==> config.mk <==
export PLATFORM = sky130hd
export DESIGN_NAME = keypad_scanner
export DESIGN_NICKNAME = d
export VERILOG_FILES = /design/src/rtl/keypad_scanner.sv
export SDC_FILE = /design/constraint.sdc
export NUM_CORES = 1
export LEC_CHECK = 0
export BUFFER_PORTS_ARGS = -buffer_cell sky130_fd_sc_hd__buf_2
export CORE_AREA = 5 5 88 90
export CTS_CLUSTER_SIZE = 16
export DETAILED_ROUTE_END_ITERATION = 8
export DIE_AREA = 0 0 93 95
export GPL_TIMING_DRIVEN = 1
export SKIP_CTS_REPAIR_TIMING = 1
export SYNTH_ARGS = -nofsm -noshare
export SYNTH_HDL_FRONTEND = slang
export SYNTH_SLANG_ARGS = --single-unit
==> constraint.sdc <==
create_clock -name clk -period 9.2 [get_ports clk]
set_clock_uncertainty 0.15 [all_clocks]
set_input_delay 0.92 -clock clk [delete_from_list [all_inputs] [get_ports clk]]
set_output_delay 0.92 -clock clk [all_outputs]
set_load 0.02 [all_outputs]
==> src/rtl/keypad_scanner.sv <==
// rtl/keypad_scanner.sv - 4x4 matrix keypad scanner with frame-based debounce.
// Optional auto-repeat of key_valid while held: define KEYPAD_AUTOREPEAT_EN.
module keypad_scanner #(
    parameter int SCAN_DIV        = 5000,
    parameter int DEBOUNCE_FRAMES = 8,
    parameter int REPEAT_DELAY    = 60,
    parameter int REPEAT_RATE     = 12
) (
    input  logic       clk,
    input  logic       reset,
    input  logic [3:0] rows,
    output logic [3:0] cols,
    output logic [3:0] key_code,
    output logic       key_valid,
    output logic       key_held
);

    localparam int DIV_W = (SCAN_DIV > 1) ? $clog2(SCAN_DIV) : 1;
    localparam logic [DIV_W-1:0] DIV_LAST = DIV_W'(SCAN_DIV - 1);
    localparam int DEB_W = $clog2(DEBOUNCE_FRAMES + 1);
    localparam logic [DEB_W-1:0] DEB_MAX = DEB_W'(DEBOUNCE_FRAMES);

    if (SCAN_DIV < 1 || DEBOUNCE_FRAMES < 1 || REPEAT_DELAY < 1 || REPEAT_RATE < 1) begin : g_bad_params
        $error("keypad_scanner: all parameters must be >= 1");
    end

    typedef enum logic [1:0] {
        S_IDLE,
        S_DEB_PRESS,
        S_PRESSED,
        S_DEB_RELEASE
    } state_t;

    typedef enum logic [1:0] {
        F_NONE,
        F_SINGLE,
        F_MULTI
    } frame_t;

    logic [3:0]       r_rows_meta;
    logic [3:0]       r_rows_sync;
    logic [DIV_W-1:0] r_div_cnt;
    logic [1:0]       r_col_idx;
    logic [3:0]       r_cols;
    logic [1:0]       r_frame_hits;
    logic [3:0]       r_frame_code;
    state_t           r_state;
    logic [3:0]       r_cand;
    logic [DEB_W-1:0] r_deb_cnt;
    logic [3:0]       r_key_code;
    logic             r_key_valid;
    logic             r_key_held;

    logic             w_scan_tick;
    logic             w_frame_end;
    logic [3:0]       w_row_hit;
    logic [1:0]       w_col_hits;
    logic [1:0]       w_col_row;
    logic [1:0]       w_sum_hits;
    logic [3:0]       w_sum_code;
    frame_t           w_frame_class;
    logic [DEB_W-1:0] w_deb_inc;
    logic             w_deb_reach;
    logic             w_same_single;

    assign cols      = r_cols;
    assign key_code  = r_key_code;
    assign key_valid = r_key_valid;
    assign key_held  = r_key_held;

    // Synchronizer idles at all-ones, i.e. no row pulled low.
    always_ff @(posedge clk) begin
        if (reset) begin
            r_rows_meta <= 4'hF;
            r_rows_sync <= 4'hF;
        end else begin
            r_rows_meta <= rows;
            r_rows_sync <= r_rows_meta;
        end
    end

    assign w_scan_tick = (r_div_cnt == DIV_LAST);
    assign w_frame_end = w_scan_tick && (r_col_idx == 2'd3);

    always_ff @(posedge clk) begin
        if (reset) begin
            r_div_cnt <= '0;
            r_col_idx <= 2'd0;
            r_cols    <= 4'b1110;
        end else if (w_scan_tick) begin
            r_div_cnt <= '0;
            r_col_idx <= r_col_idx + 2'd1;
            r_cols    <= {r_cols[2:0], r_cols[3]};
        end else begin
            r_div_cnt <= r_div_cnt + DIV_W'(1);
        end
    end

    // Per-column hit count saturates at 2; only the lowest pressed row matters for a single.
    assign w_row_hit = ~r_rows_sync;

    always_comb begin
        w_col_hits = 2'd0;
        w_col_row  = 2'd0;
        for (int i = 0; i < 4; i++) begin
            if (w_row_hit[i]) begin
                if (w_col_hits == 2'd0) begin
                    w_col_row = i[1:0];
                end
                if (w_col_hits != 2'd2) begin
                    w_col_hits = w_col_hits + 2'd1;
                end
            end
        end
    end

    always_comb begin
        w_sum_hits = 2'd2;
        if (r_frame_hits == 2'd0) begin
            w_sum_hits = w_col_hits;
        end else if (w_col_hits == 2'd0) begin
            w_sum_hits = r_frame_hits;
        end
        w_sum_code = r_frame_code;
        if (r_frame_hits == 2'd0 && w_col_hits == 2'd1) begin
            w_sum_code = {w_col_row, r_col_idx};
        end
    end

    always_comb begin
        w_frame_class = F_MULTI;
        if (w_sum_hits == 2'd0) begin
            w_frame_class = F_NONE;
        end else if (w_sum_hits == 2'd1) begin
            w_frame_class = F_SINGLE;
        end
    end

    always_ff @(posedge clk) begin
        if (reset) begin
            r_frame_hits <= 2'd0;
            r_frame_code <= 4'd0;
        end else if (w_scan_tick) begin
            if (w_frame_end) begin
                r_frame_hits <= 2'd0;
                r_frame_code <= 4'd0;
            end else begin
                r_frame_hits <= w_sum_hits;
                r_frame_code <= w_sum_code;
            end
        end
    end

    assign w_deb_inc     = (r_deb_cnt == DEB_MAX) ? r_deb_cnt : r_deb_cnt + DEB_W'(1);
    assign w_deb_reach   = (w_deb_inc == DEB_MAX);
    assign w_same_single = (w_frame_class == F_SINGLE) && (w_sum_code == r_cand);

`ifdef KEYPAD_AUTOREPEAT_EN
    localparam int REP_MAX = (REPEAT_DELAY > REPEAT_RATE) ? REPEAT_DELAY : REPEAT_RATE;
    localparam int REP_W   = $clog2(REP_MAX + 1);
    localparam logic [REP_W-1:0] REP_MAX_C   = REP_W'(REP_MAX);
    localparam logic [REP_W-1:0] REP_DELAY_C = REP_W'(REPEAT_DELAY);
    localparam logic [REP_W-1:0] REP_RATE_C  = REP_W'(REPEAT_RATE);

    logic [REP_W-1:0] r_rep_cnt;
    logic             r_rep_phase;
    logic [REP_W-1:0] w_rep_inc;
    logic [REP_W-1:0] w_rep_limit;

    assign w_rep_inc   = (r_rep_cnt == REP_MAX_C) ? r_rep_cnt : r_rep_cnt + REP_W'(1);
    assign w_rep_limit = r_rep_phase ? REP_RATE_C : REP_DELAY_C;
`endif

    always_ff @(posedge clk) begin
        if (reset) begin
            r_state     <= S_IDLE;
            r_cand      <= 4'd0;
            r_deb_cnt   <= '0;
            r_key_code  <= 4'd0;
            r_key_valid <= 1'b0;
            r_key_held  <= 1'b0;
`ifdef KEYPAD_AUTOREPEAT_EN
            r_rep_cnt   <= '0;
            r_rep_phase <= 1'b0;
`endif
        end else begin
            r_key_valid <= 1'b0;
            if (w_frame_end) begin
                case (r_state)
                    S_IDLE: begin
                        if (w_frame_class == F_SINGLE) begin
                            r_state   <= S_DEB_PRESS;
                            r_cand    <= w_sum_code;
                            r_deb_cnt <= DEB_W'(1);
                        end
                    end
                    S_DEB_PRESS: begin
                        if (w_same_single) begin
                            if (w_deb_reach) begin
                                r_state     <= S_PRESSED;
                                r_deb_cnt   <= '0;
                                r_key_code  <= r_cand;
                                r_key_valid <= 1'b1;
                                r_key_held  <= 1'b1;
                            end else begin
                                r_deb_cnt <= w_deb_inc;
                            end
                        end else if (w_frame_class == F_SINGLE) begin
                            r_cand    <= w_sum_code;
                            r_deb_cnt <= DEB_W'(1);
                        end else begin
                            r_state   <= S_IDLE;
                            r_deb_cnt <= '0;
                        end
                    end
                    S_PRESSED: begin
                        if (w_frame_class == F_NONE) begin
                            r_state   <= S_DEB_RELEASE;
                            r_deb_cnt <= DEB_W'(1);
`ifdef KEYPAD_AUTOREPEAT_EN
                            r_rep_cnt   <= '0;
                            r_rep_phase <= 1'b0;
                        end else if (w_rep_inc == w_rep_limit) begin
                            r_key_valid <= 1'b1;
                            r_rep_cnt   <= '0;
                            r_rep_phase <= 1'b1;
                        end else begin
                            r_rep_cnt <= w_rep_inc;
`endif
                        end
                    end
                    S_DEB_RELEASE: begin
                        if (w_frame_class == F_NONE) begin
                            if (w_deb_reach) begin
                                r_state    <= S_IDLE;
                                r_deb_cnt  <= '0;
                                r_key_held <= 1'b0;
                            end else begin
                                r_deb_cnt <= w_deb_inc;
                            end
                        end else begin
                            r_state   <= S_PRESSED;
                            r_deb_cnt <= '0;
                        end
                    end
                    default: begin
                        r_state   <= S_IDLE;
                        r_deb_cnt <= '0;
                    end
                endcase
            end
        end
    end

endmodule

==> reports/qor.yml <==
status: "complete, no violations"
hold_viol: 0
final.setup.tns_ps: 0
reg2reg_depth: 12
post-route-util_pct: 37.5
grt_max_degree: 39
vdd.ir_drop.worst_uv: 78.8
crit_end: "key_code[2]$_SDFFE_PP0P_"
num_rows: 31
fmax_ghz: 0.273
start_util_pct: 33.5
drv_slew: 0
nNetsFinal: 294
setup_viol: 0
worstHoldPathType: "reg -> reg"
fp.coreArea_sq_um: 6980
clock_sinks: 49
syn_to_final_growth_pct: 12.1
netlist.top_cell.by_area: "dfxtp_1"
instances_no_fill: 362
reg2reg_from: "r_rows_sync[0]$_SDFF_PP1_"
placed_cells: 354
rr_endpoint: "key_code[2]$_SDFFE_PP0P_"
hpwlAfterDp_microns: 3240
antenna_cells: 0
synth_area_leaders: "dfxtp_1 (42%), mux2i_1 (6.9%), nor2_1 (5.6%)"
crit_type: "reg -> reg"
fin_hold_ws_ps: 262
clk_latency_ps: 300
syn_area_per_cell_sq_um: 8.92
worstMarginPinSlew_ps: 658
tritoncts: "yes"
clockBufferDepth: 2
via_per_inst: 4.94
dieArea_sq_um: 8840
synth.distinct_cells: 46
track_usage_pct: 11.0
setup.worst_path.end_class: "flop"
die_w_microns: 93
grt_pass1_vias: 1775
drt_first_pass_iters: 4
cp_data_required_time_ps: 9220
die_height_microns: 95
synth_ff_type: "dfxtp_1"
postSynthNetCount: 277
vias: 1789
place_congestion: 0.787
synth_edf_count: 0
cap_violations: 0
htreeDepth: 2
syn_inst: 262
io_pins: 16
grt_pass1_wl_microns: 7890
rsz0062_at_grt: "false"
netlist_area_sq_um: 2340
synth_seq_cells: 49
path_clk_slew_ps: 90
drt-initial-drc-count: 72
r2r_slack_ps: 5540
route.detailed.drc: 0
antenna_found_initial: 0
netlist.area_leader.share_pct: 42.0
period_needed_ps: 3660
powerDensity_nw_per_um2: 154
drtAntennaViolNets: 0
cts_buffers: 5
critPathArrivalTime_ps: 3680
cp_max_fo: 8
power.leakage_nw: 0.999
ys_warn_count: 0
synth-async-reset-ratio_pct: 0
cts-root-buf: "clkbuf_8"
startpoint_type: "flop"
final_layout_size_suffix_gt1_share_pct: 15.4
power_uw: 402
routed_wirelength_microns: 4410
maxSlewHeadroom_pct: 56.2
wire_per_inst_microns: 12.2
yosysSeqAreaShare_pct: 42.0
timing.final.crit_share_pct: 39.8
grt_overflow: 0
critPathLaunch: "r_rows_sync[0]$_SDFF_PP1_"
port_buffers: 15
## Yosys cell counts (all sizes together) (2+ instances only)
library cell and number:
dfxtp 49, nor2 35, nand2 21, mux2i 16, a21oi 13, inv 13
or2 12, nand3 11, ha 9, clkbuf 6, nor2b 6, o21ai 6
xnor2 6, xor2 6, a221oi 5, nor3 5, a22oi 4, a211o 3
a31oi 3, and2 3, and3 3, or3 3, a211oi 2, a21o 2
nand2b 2, nor4 2, o31ai 2, or4 2
## how the worst min path moves through the flow
stage | cells past startpoint | to | from | slack (ps)
4_1_cts | 1 | r_rows_sync[0]$_SDFF_PP1_ | r_rows_meta[0]$_SDFF_PP1_ | 270
5_1_grt | 1 | r_rows_sync[3]$_SDFF_PP1_ | r_rows_meta[3]$_SDFF_PP1_ | 280
3_5_place_dp | 1 | r_rows_sync[0]$_SDFF_PP1_ | r_rows_meta[0]$_SDFF_PP1_ | 250
2_1_floorplan | 1 | r_rows_sync[0]$_SDFF_PP1_ | r_rows_meta[0]$_SDFF_PP1_ | 240
3_3_place_gp | 1 | r_rows_sync[2]$_SDFF_PP1_ | r_rows_meta[2]$_SDFF_PP1_ | 240
6_report | 1 | r_rows_sync[1]$_SDFF_PP1_ | r_rows_meta[1]$_SDFF_PP1_ | 260
## cell families (layout without fill, tap and decap cells)
logic type	Yosys count	count (layout)	synth area share [%]
AOI/OAI and AO/OA	46	46	14.2
xor gates and xnor gates	12	12	4.50
adders and majority gates	9	9	4.82
buffers and inverters	19	37	3.05
DFF	49	49	42.0
muxes	17	17	7.34
and+or+nand+nor	110	110	24.1
## cell type report
type / count / area [sq um]
Multi-Input combinational cell: 194 / 1280
Fill cell: 726 / 4360
Inverter: 13 / 48.8
Clock inverter: 2 / 37.5
Tap cell: 82 / 103
Timing Repair Buffer: 16 / 82.6
Sequential cell: 49 / 981
Clock buffer: 6 / 82.6
## metrics by stage
stage / area (sq um) / worst slack (ps)
finish: 2620 / 5540
global route: 2620 / 5210
CTS: 2620 / 5540
detailed placement: 2500 / 5570
global placement: 2500 / 5690
floorplan: 2340 / 5920
## critical path, stage by stage (launching register included)
cell      delay (ps)
dfxtp_1          390
inv_1             60
ha_1             290
mux2i_1          320
ha_1             300
nor2_1           110
a31oi_2           90
nor3_4           430
mux2i_1          180
a221oi_2         430
nand4_1          430
mux2i_1          280
nor2_1            60
## cells in the final DEF, fill, tap and decap left out, types with 3 or more instances in the layout
| cell type | count |
|---|---|
| a211o_1 | 3 |
| a21oi_1 | 13 |
| a221oi_1 | 4 |
| a22oi_1 | 4 |
| and3_1 | 3 |
| buf_2 | 15 |
| clkbuf_8 | 6 |
| dfxtp_1 | 49 |
| ha_1 | 9 |
| inv_1 | 13 |
| mux2i_1 | 16 |
| nand2_1 | 21 |
| nand3_1 | 11 |
| nor2_1 | 35 |
| nor2b_1 | 6 |
| nor3_1 | 4 |
| o21ai_0 | 6 |
| or2_2 | 12 |
| or3_1 | 3 |
| xnor2_1 | 6 |
| xor2_1 | 6 |
## power breakdown
part	total [mW]	internal (mW)	switching, mW	leakage [nW]
clock	0.160	0.0884	0.0714	0.0574
combinational	0.0259	0.0102	0.0157	0.544
sequential	0.217	0.215	0.00196	0.397
total	0.402	0.313	0.0891	0.999
## state kept, by name, summed over array words and instances (netlist names)
name,cells
r_rows_meta,4
r_state,2
r_div_cnt,13
r_col_idx,2
key_code,4
r_cand,4
r_deb_cnt,4
cols,4
key_valid,1
r_frame_hits,2
r_frame_code,4
r_rows_sync,4
key_held,1
## metal layers
| metal | part of all wire (%) | up-vias | GRT usage (%) |
|---|---|---|---|
| met5 | 0 | - | 0 |
| met4 | 1.7 | 0 | 4.52 |
| met3 | 3.2 | 7 | 2.55 |
| met2 | 45 | 25 | 17.9 |
| met1 | 50 | 808 | 14.2 |
| li1 | - | 949 | - |
Power figures use the tool's default switching activity.
